--- src/rtl/spi_cmem_bridge.sv ---
// rtl/spi_cmem_bridge.sv - SPI mode-0 slave that turns host frames into single cmem nibble accesses
module spi_cmem_bridge #(
  parameter int         SYNC_STAGES = 2,
  parameter logic [7:0] ID_BYTE     = 8'hA3
) (
  input  logic       clk200,
  input  logic       rst,
  input  logic       spi_sck,
  input  logic       spi_ss_n,
  input  logic       spi_mosi,
  output logic       spi_miso,
  output logic       spi_read,
  output logic       spi_write,
  output logic [3:0] spi_address,
  output logic [3:0] spi_out_cmem_in,
  input  logic [3:0] spi_in_cmem_out
);

  typedef enum logic [2:0] {
    ST_IDLE,
    ST_CMD,
    ST_READ,
    ST_WRITE,
    ST_DISCARD
  } state_t;

  logic [SYNC_STAGES-1:0] r_sck_sync;
  logic [SYNC_STAGES-1:0] r_ss_n_sync;
  logic [SYNC_STAGES-1:0] r_mosi_sync;
  logic                   r_sck_prev;

  logic                   w_sck;
  logic                   w_ss_n;
  logic                   w_mosi;
  logic                   w_rise;
  logic                   w_fall;

  state_t                 r_state;
  state_t                 w_next_state;
  logic                   r_armed;

  logic [2:0]             r_bit_cnt;
  logic [6:0]             r_shift_in;
  logic [7:0]             r_shift_out;

  logic [3:0]             r_addr;
  logic [3:0]             r_addr_out;
  logic [3:0]             r_wdata;
  logic                   r_read;
  logic                   r_write;
  logic                   r_capture;

  logic                   w_do_read;
  logic                   w_do_write;
  logic                   w_latch_cmd;
  logic                   w_load_id;
  logic [1:0]             w_cmd_op;
  logic [3:0]             w_low_nibble;

  assign w_sck  = r_sck_sync[SYNC_STAGES-1];
  assign w_ss_n = r_ss_n_sync[SYNC_STAGES-1];
  assign w_mosi = r_mosi_sync[SYNC_STAGES-1];
  assign w_rise = w_sck & ~r_sck_prev;
  assign w_fall = ~w_sck & r_sck_prev;

  // The 7 bits already shifted plus the live MOSI bit form the complete byte on the 8th rise.
  assign w_cmd_op     = r_shift_in[6:5];
  assign w_low_nibble = {r_shift_in[2:0], w_mosi};

  assign spi_miso        = r_shift_out[7];
  assign spi_read        = r_read;
  assign spi_write       = r_write;
  assign spi_address     = r_addr_out;
  assign spi_out_cmem_in = r_wdata;

  // Bring the asynchronous SPI pins into clk200 and keep the previous SCK for edge detection.
  always_ff @(posedge clk200 or posedge rst) begin
    if (rst) begin
      r_sck_sync  <= '0;
      r_ss_n_sync <= '0;
      r_mosi_sync <= '0;
      r_sck_prev  <= 1'b0;
    end else begin
      r_sck_sync  <= {r_sck_sync[SYNC_STAGES-2:0], spi_sck};
      r_ss_n_sync <= {r_ss_n_sync[SYNC_STAGES-2:0], spi_ss_n};
      r_mosi_sync <= {r_mosi_sync[SYNC_STAGES-2:0], spi_mosi};
      r_sck_prev  <= w_sck;
    end
  end

  // A frame may only start once SS_n has been seen high, so a reset mid-frame waits for a fresh select.
  always_ff @(posedge clk200 or posedge rst) begin
    if (rst) begin
      r_armed <= 1'b0;
    end else if (w_ss_n) begin
      r_armed <= 1'b1;
    end
  end

  // Frame state register.
  always_ff @(posedge clk200 or posedge rst) begin
    if (rst) begin
      r_state <= ST_IDLE;
    end else begin
      r_state <= w_next_state;
    end
  end

  // Next-state decode and the per-byte access decisions; deselect wins over everything.
  always_comb begin
    w_next_state = r_state;
    w_do_read    = 1'b0;
    w_do_write   = 1'b0;
    w_latch_cmd  = 1'b0;
    w_load_id    = 1'b0;
    if (w_ss_n) begin
      w_next_state = ST_IDLE;
    end else begin
      case (r_state)
        ST_IDLE: begin
          if (r_armed) begin
            w_next_state = ST_CMD;
            w_load_id    = 1'b1;
          end
        end
        ST_CMD: begin
          if (w_rise && (r_bit_cnt == 3'd7)) begin
            w_latch_cmd = 1'b1;
            case (w_cmd_op)
              2'b01:   w_next_state = ST_READ;
              2'b10:   w_next_state = ST_WRITE;
              default: w_next_state = ST_DISCARD;
            endcase
          end
        end
        ST_READ: begin
          // Reading on the first bit leaves the rest of the byte to fetch and present the nibble.
          if (w_rise && (r_bit_cnt == 3'd0)) begin
            w_do_read = 1'b1;
          end
        end
        ST_WRITE: begin
          // Writing only on the last bit means a truncated byte never reaches cmem.
          if (w_rise && (r_bit_cnt == 3'd7)) begin
            w_do_write = 1'b1;
          end
        end
        default: begin
        end
      endcase
    end
  end

  // Count bits and shift MOSI in on each synced SCK rise; cleared whenever the frame is not active.
  always_ff @(posedge clk200 or posedge rst) begin
    if (rst) begin
      r_bit_cnt  <= 3'd0;
      r_shift_in <= 7'd0;
    end else if (w_next_state == ST_IDLE) begin
      r_bit_cnt  <= 3'd0;
      r_shift_in <= 7'd0;
    end else if (w_rise) begin
      r_bit_cnt  <= r_bit_cnt + 3'd1;
      r_shift_in <= {r_shift_in[5:0], w_mosi};
    end
  end

  // MISO shifter: ID byte during the command, read nibble in READ, zero otherwise; moves on SCK falls.
  always_ff @(posedge clk200 or posedge rst) begin
    if (rst) begin
      r_shift_out <= 8'h00;
    end else if (w_next_state == ST_IDLE) begin
      r_shift_out <= 8'h00;
    end else if (w_load_id) begin
      r_shift_out <= ID_BYTE;
    end else if ((r_state == ST_READ) && r_capture) begin
      r_shift_out <= {4'b0000, spi_in_cmem_out};
    end else if (w_fall) begin
      // A fall with the counter wrapped closes a byte; every byte after the command starts at zero.
      r_shift_out <= (r_bit_cnt == 3'd0) ? 8'h00 : {r_shift_out[6:0], 1'b0};
    end
  end

  // Issue one-cycle strobes, hold address/data between them, and step the address after each access.
  always_ff @(posedge clk200 or posedge rst) begin
    if (rst) begin
      r_read     <= 1'b0;
      r_write    <= 1'b0;
      r_capture  <= 1'b0;
      r_addr     <= 4'd0;
      r_addr_out <= 4'd0;
      r_wdata    <= 4'd0;
    end else begin
      r_read    <= w_do_read;
      r_write   <= w_do_write;
      r_capture <= r_read;
      if (w_latch_cmd) begin
        r_addr <= w_low_nibble;
      end else if (w_do_read || w_do_write) begin
        r_addr_out <= r_addr;
        r_addr     <= r_addr + 4'd1;
      end
      if (w_do_write) begin
        r_wdata <= w_low_nibble;
      end
    end
  end

endmodule

--- config.mk ---
export PLATFORM = sky130hd
export DESIGN_NAME = spi_cmem_bridge
export DESIGN_NICKNAME = d
export VERILOG_FILES = /design/src/rtl/spi_cmem_bridge.sv
export SDC_FILE = /design/constraint.sdc
export NUM_CORES = 1
export LEC_CHECK = 0
export CAP_MARGIN = 20
export CORE_MARGIN = 8
export CORE_UTILIZATION = 55
export DETAILED_ROUTE_END_ITERATION = 10
export GPL_TIMING_DRIVEN = 0
export HOLD_SLACK_MARGIN = 0.1
export PLACE_DENSITY = 0.77
export SYNTH_ARGS = -nofsm -noshare
export SYNTH_HDL_FRONTEND = slang
export SYNTH_SLANG_ARGS = --single-unit
--- constraint.sdc ---
create_clock -name clk200 -period 2.6 [get_ports clk200]
set_input_delay 0.39 -clock clk200 [delete_from_list [all_inputs] [get_ports clk200]]
set_output_delay 0.39 -clock clk200 [all_outputs]
set_load 0.005 [all_outputs]
==> results of run 1 <==
==> worst max path at each step <==
stage                     endpoint  cells after the start  slack (ns)    startpoint
CTS                      r_addr[2]                      7        0.62  r_bit_cnt[0]
detailed placement       r_addr[2]                      7        0.65  r_bit_cnt[0]
global placement         spi_write                      2        0.39           rst
floorplan           spi_address[0]                      6        0.78  r_bit_cnt[0]
finish                   r_addr[2]                      7        0.60  r_bit_cnt[0]
global route             r_addr[2]                      7        0.44  r_bit_cnt[0]
==> layout by cell type, fill, tap and decap left out, types with 2 or more instances in the layout <==
| cell type | instances |
|---|---|
| a211o_1 | 3 |
| a21oi_1 | 12 |
| a221o_1 | 3 |
| a221oi_1 | 3 |
| a22oi_1 | 2 |
| a31oi_1 | 3 |
| and3_1 | 2 |
| buf_2 | 2 |
| clkbuf_1 | 4 |
| clkbuf_4 | 5 |
| clkdlybuf4s50_1 | 19 |
| dfrtp_1 | 44 |
| ha_1 | 5 |
| inv_1 | 5 |
| mux2_2 | 8 |
| nand2_1 | 27 |
| nand2b_1 | 3 |
| nand3_1 | 4 |
| nor2_1 | 10 |
| nor2b_1 | 2 |
| nor3_1 | 5 |
| nor3b_1 | 3 |
| o21ai_0 | 2 |
==> flip-flops by register name, indices dropped and copies added, names as in the netlist <==
name             count
r_capture            1
r_ss_n_sync          2
spi_read             1
r_state              3
r_armed              1
r_mosi_sync          2
r_sck_sync           2
r_addr               4
spi_address          4
r_bit_cnt            3
spi_out_cmem_in      4
r_sck_prev           1
r_shift_in           7
r_shift_out          8
spi_write            1
==> cell families (layout without fill, tap and decap cells) <==
group,count (synthesis),in the layout,synth area share [%]
buf+inv,14,41,3.453
simple gates,68,68,18.89
fa+ha+maj,5,5,3.257
mux,9,9,5.212
compound gates,32,32,11.86
flops,44,44,57.33
==> layout make-up <==
cell class              count  share of cell area, %
clock inverters             2                  1.561
multi-input cells         114                  33.56
flip-flops and latches     44                  49.05
clock buffers               6                  1.839
inverters                   6                  1.003
well taps                  46                  2.564
repair buffers             19                  8.473
plain buffers               8                  1.951
==> per-layer routing <==
layer  global-route usage [%]  share of wire [%]
met5                        0                  0
met4                    6.957                1.6
met3                    5.726                6.5
met2                    26.10                 50
met1                    16.54                 42
==> where the power goes <==
group          switching [mW]  internal, mW
logic                  0.0654        0.0406
clock network           0.214         0.202
registers              0.0175         0.703
==> through the flow <==
stage | utilization [%] | instances
3_3_place_gp | 64.98 | 237
3_5_place_dp | 64.98 | 237
2_1_floorplan | - | 172
5_1_grt | 67.27 | 245
6_report | 67.27 | 245
4_1_cts | 67.27 | 245
==> flow_metrics.env, run 1 <==
export IMPL_grt_pass1_vias=1463
export IMPL_hold_depth=0
export IMPL_cp_cell_sequence="inv_1 -> ha_1 -> nor3b_1 -> o2111ai_2 -> buf_4 -> o31a_1 -> a211o_1"
export IMPL_finalSetupTns_ns=0
export IMPL_drt_initial_drc_count=127
export IMPL_num_rows=21
export IMPL_setup_ws_ns=0.6049
export IMPL_ys_types=41
export IMPL_diodes=0
export IMPL_postCtsSetupBuffers=0
export IMPL_drtAntennaViolNets=0
export IMPL_fmax_mhz=501.2
export IMPL_dieWidth_um=75.10
export IMPL_clkTransAtPathRegs_ns=0.12
export IMPL_fp_coreArea_um2=3337
export IMPL_min_delay_path_class="reg -> reg"
export IMPL_drc=0
export IMPL_endpoint_kind="flop"
export IMPL_critPathKind="reg -> reg"
export IMPL_startpoint_type="flop"
export IMPL_setup_viol=0
export IMPL_grt_ovfl_total=0
export IMPL_post_cts_resize_count=0
export IMPL_dr_pass1_iters=4
export IMPL_fillers=267
export IMPL_netlist_instances=172
export IMPL_place_area_um2=2168
export IMPL_final_nets=212
export IMPL_floorplan_initialDensity_pct=57.56
export IMPL_finalHoldViolations=0
export IMPL_clk_root_buffer_cell="clkbuf_4"
export IMPL_syn2layout_area_growth_pct=16.87
export IMPL_r2r_slack_ns=0.60
export IMPL_worstPathArrival_ns=2.23
export IMPL_antenna_found_initial=0
export IMPL_multi_input_area_um2=753.2
export IMPL_yosysTopAreaCellShare_pct=57.33
export IMPL_wl_per_cell_um=15.15
export IMPL_vias=1381
export IMPL_cts_sinks=44
export IMPL_clockBufferDepth=2
export IMPL_synth_largest_area_cell="dfrtp_1"
export IMPL_numPortBuffers=19
export IMPL_rr_worst_depth=7
export IMPL_ys_warn_count=0
export IMPL_slew_limit_headroom_pct=40.71
export IMPL_ctsHoldBuffers=0
export IMPL_numCtsBuffers=5
export IMPL_hp_start="r_ss_n_sync[0]"
export IMPL_critPathBufInv=2
export IMPL_grt_max_degree=45
export IMPL_rsz0062_at_grt="no"
export IMPL_final_area_um2=2245
export IMPL_finalCriticalPeriod_ns=1.995
export IMPL_cpPeakStageDelay_ns=0.42
export IMPL_tightest_slew_ns=0.8880
export IMPL_max_cap_violations=0
export IMPL_finalClockSkew_ns=0.008529
export IMPL_synth_area_leaders="dfrtp_1, nand2_1, mux2_2"
export IMPL_synth_fp_nets=186
export IMPL_cp_top_family="compound AO/OA/AOI/OAI gates"
export IMPL_cts_tree="yes"
export IMPL_synth_seq_cells=44
export IMPL_clkLatencyLatePin_ns=0.35
export IMPL_ys_top_cells_by_count="dfrtp_1, nand2_1, a21oi_1"
export IMPL_layout_drive_gt1_share_pct=13.57
export IMPL_cts_htree_levels=2
export IMPL_finalWirelength_um=3711
export IMPL_track_usage_pct=15.36
export IMPL_worst_ep_required_time_ns=2.84
export IMPL_syn_area_um2=1921
export IMPL_finalPower_mw=1.243
export IMPL_p_per_area_nw_per_um2=553.5
export IMPL_whs_ns=0.3626
export IMPL_r2r_end="r_addr[2]"
export IMPL_period_share_pct=76.74
export IMPL_cp_slowest_cell="dfrtp_1"
export IMPL_syn_avg_cell_area_um2=11.17
export IMPL_synth_ff_type="dfrtp_1"
export IMPL_slew_violations=0
export IMPL_hold_end="r_ss_n_sync[1]"
export IMPL_grt_pass1_wl_um=6499
export IMPL_yosysMostFrequentCell="dfrtp_1"
export IMPL_via_per_inst=5.637
export IMPL_num_io_pins=20
export IMPL_die_h_um=75.10
export IMPL_detailed_place_hpwl_um=2653
export IMPL_dp_slack_ns=0.6515
export IMPL_r2r_start="r_bit_cnt[0]"
export IMPL_peakVddDrop_v=0.0003987
export IMPL_synth_async_reset_ratio_pct=100.0
export IMPL_register_area_um2=1101
export IMPL_seq_area_frac_synth_pct=57.33
export IMPL_finalWeightedCongestion=0.8427
export IMPL_critPathMaxFanout=10
export IMPL_dieArea_um2=5639
export IMPL_status="completed"
export IMPL_total_leakage_power_nw=1.008
export IMPL_synth_edff_count=0
Note: power is estimated with default switching activity, not from simulation.
==> run 2: changes to the inputs <==
==> constraint.sdc (replaced) <==
create_clock -name clk200 -period 2 [get_ports clk200]
set_input_delay 0.3 -clock clk200 [delete_from_list [all_inputs] [get_ports clk200]]
set_output_delay 0.3 -clock clk200 [all_outputs]
set_load 0.005 [all_outputs]
==> flow_metrics.env, run 2 (synthesized netlist as in run 1, its figures left out) <==
export IMPL_status="completed"
export IMPL_clockBufferDepth=2
export IMPL_finalCriticalPeriod_ns=1.897
export IMPL_critPathMaxFanout=5
export IMPL_dp_cells=237
export IMPL_grt_max_degree=45
export IMPL_setup_viol=0
export IMPL_diodes=0
export IMPL_clkLatencyLatePin_ns=0.35
export IMPL_grt_pass1_wl_um=6499
export IMPL_critPathKind="reg -> reg"
export IMPL_detailed_place_hpwl_um=2653
export IMPL_dieArea_um2=5639
export IMPL_min_delay_path_class="reg -> reg"
export IMPL_cts_htree_levels=2
export IMPL_fmax_mhz=527.1
export IMPL_cp_slowest_cell="dfrtp_1"
export IMPL_hp_start="r_ss_n_sync[0]"
export IMPL_p_per_area_nw_per_um2=710.9
export IMPL_max_cap_violations=0
export IMPL_finalSetupTns_ns=0
export IMPL_via_per_inst=5.618
export IMPL_numPortBuffers=19
export IMPL_endpoint_kind="flop"
export IMPL_layout_common_cells="dfrtp_1, nand2_1, clkdlybuf4s50_1, a21oi_1, nor2_1"
export IMPL_antenna_found_initial=0
export IMPL_worst_ep_required_time_ns=2.24
export IMPL_tightest_slew_ns=0.8891
export IMPL_drc=0
export IMPL_syn2layout_area_growth_pct=18.89
export IMPL_floorplan_initialDensity_pct=57.56
export IMPL_startpoint_type="flop"
export IMPL_wl_per_cell_um=15.48
export IMPL_layout_drive_gt1_share_pct=14.50
export IMPL_vias=1382
export IMPL_slew_limit_headroom_pct=40.64
export IMPL_fin_cells=246
export IMPL_r2r_slack_ns=0.10
export IMPL_top_regs="r_shift_out x8, r_shift_in x7"
export IMPL_num_rows=21
export IMPL_ctsHoldBuffers=0
export IMPL_fillers=264
export IMPL_place_area_um2=2168
export IMPL_dieWidth_um=75.10
export IMPL_finalHoldViolations=0
export IMPL_largest_register_ffs=8
export IMPL_regMostFlops="r_shift_out"
export IMPL_numCtsBuffers=5
export IMPL_r2r_end="r_addr[2]"
export IMPL_drtAntennaViolNets=0
export IMPL_dr_pass1_iters=4
export IMPL_track_usage_pct=15.36
export IMPL_total_leakage_power_nw=1.021
export IMPL_clkTransAtPathRegs_ns=0.13
export IMPL_cts_tree="yes"
export IMPL_grt_ovfl_total=0
export IMPL_cts_sinks=44
export IMPL_final_nets=213
export IMPL_die_h_um=75.10
export IMPL_clk_root_buffer_cell="clkbuf_4"
export IMPL_finalWeightedCongestion=0.8427
export IMPL_peakVddDrop_v=0.0006117
export IMPL_fp_coreArea_um2=3337
export IMPL_final_area_um2=2283
export IMPL_cpPeakStageDelay_ns=0.42
export IMPL_r2r_start="r_bit_cnt[0]"
export IMPL_rsz0062_at_grt="no"
export IMPL_mostFrequentLayoutCell="dfrtp_1"
export IMPL_finalWirelength_um=3808
export IMPL_drt_initial_drc_count=102
export IMPL_period_share_pct=94.86
export IMPL_slew_violations=0
export IMPL_rr_worst_depth=7
export IMPL_grt_pass1_vias=1463
export IMPL_finalPower_mw=1.623
export IMPL_worstPathArrival_ns=2.13
export IMPL_cp_cell_sequence="inv_1 -> ha_1 -> nor3b_4 -> o2111ai_4 -> buf_6 -> o31a_1 -> a211o_1"
export IMPL_num_io_pins=20
export IMPL_hold_end="r_ss_n_sync[1]"
export IMPL_finalClockSkew_ns=0.01045
export IMPL_hold_depth=0
-- run 2: final cells by class --
cell class | instances | area, µm² | area share [%]
Buffer | 8 | 47.55 | 2.082
Clock buffer | 6 | 41.29 | 1.808
Sequential cell | 44 | 1101 | 48.22
Timing Repair Buffer | 20 | 201.4 | 8.822
Tap cell | 46 | 57.56 | 2.521
Inverter | 6 | 22.52 | 0.9863
Clock inverter | 2 | 35.03 | 1.534
Multi-Input combinational cell | 114 | 777.0 | 34.03
-- run 2: worst max-delay path, delay by kind of cell, from the launching register on --
| family | cells | cell delay [ns] |
|---|---|---|
| flip-flops | 1 | 0.42 |
| buffers and inverters | 2 | 0.29 |
| AO/OA/AOI/OAI | 3 | 0.64 |
| AND/OR/NAND/NOR | 1 | 0.25 |
| adder cells (fa/ha/maj) | 1 | 0.18 |
-- run 2: per-stage QoR --
step	worst slack [ns]	utilization [%]	hold slack, ns
after detailed placement	0.05152	64.98	0.3347
after floorplan	0.1849	-	0.3312
after global routing	0.005299	68.43	0.3480
after global placement	-0.1179	64.98	0.3356
after CTS	0.02341	67.27	0.3634
final	0.1028	68.43	0.3625
-- run 2: worst max path at each step --
| stage | start | to | slack, ns | cells past startpoint |
|---|---|---|---|---|
| global route | r_bit_cnt[0] | r_addr[2] | 0.005 | 7 |
| CTS | r_bit_cnt[0] | r_addr[2] | 0.02 | 7 |
| detailed placement | r_bit_cnt[0] | r_addr[2] | 0.05 | 7 |
| global placement | rst | spi_write | -0.12 | 2 |
| floorplan | r_bit_cnt[0] | spi_address[0] | 0.18 | 6 |
| finish | r_bit_cnt[0] | r_addr[2] | 0.10 | 7 |
-- run 2: where the power goes --
group / switching, mW / leakage [nW] / total (mW) / internal (mW)
logic: 0.0876 / 0.391 / 0.145 / 0.0579
registers: 0.0247 / 0.587 / 0.939 / 0.914
clock network: 0.276 / 0.0422 / 0.539 / 0.262
total: 0.389 / 1.02 / 1.62 / 1.23
-- run 2: what timing repair did --
| item | 4_1_cts | 5_1_grt |
|---|---|---|
| endpoints found under the hold margin | 0 | 0 |
| setup buffers | 0 | 0 |
| resized for setup | 0 | 7 |
| endpoints found under the setup margin | 0 | 8 |
-- run 2: layer usage --
| layer | routed length [µm] | track usage (%) | share of wire, % | up-vias |
|---|---|---|---|---|
| met5 | 0 | 0 | 0 | - |
| met4 | 74 | 6.957 | 1.9 | 0 |
| met3 | 223 | 5.726 | 5.9 | 7 |
| met2 | 1905 | 26.10 | 50 | 34 |
| met1 | 1605 | 16.54 | 42 | 685 |
| li1 | - | - | - | 656 |
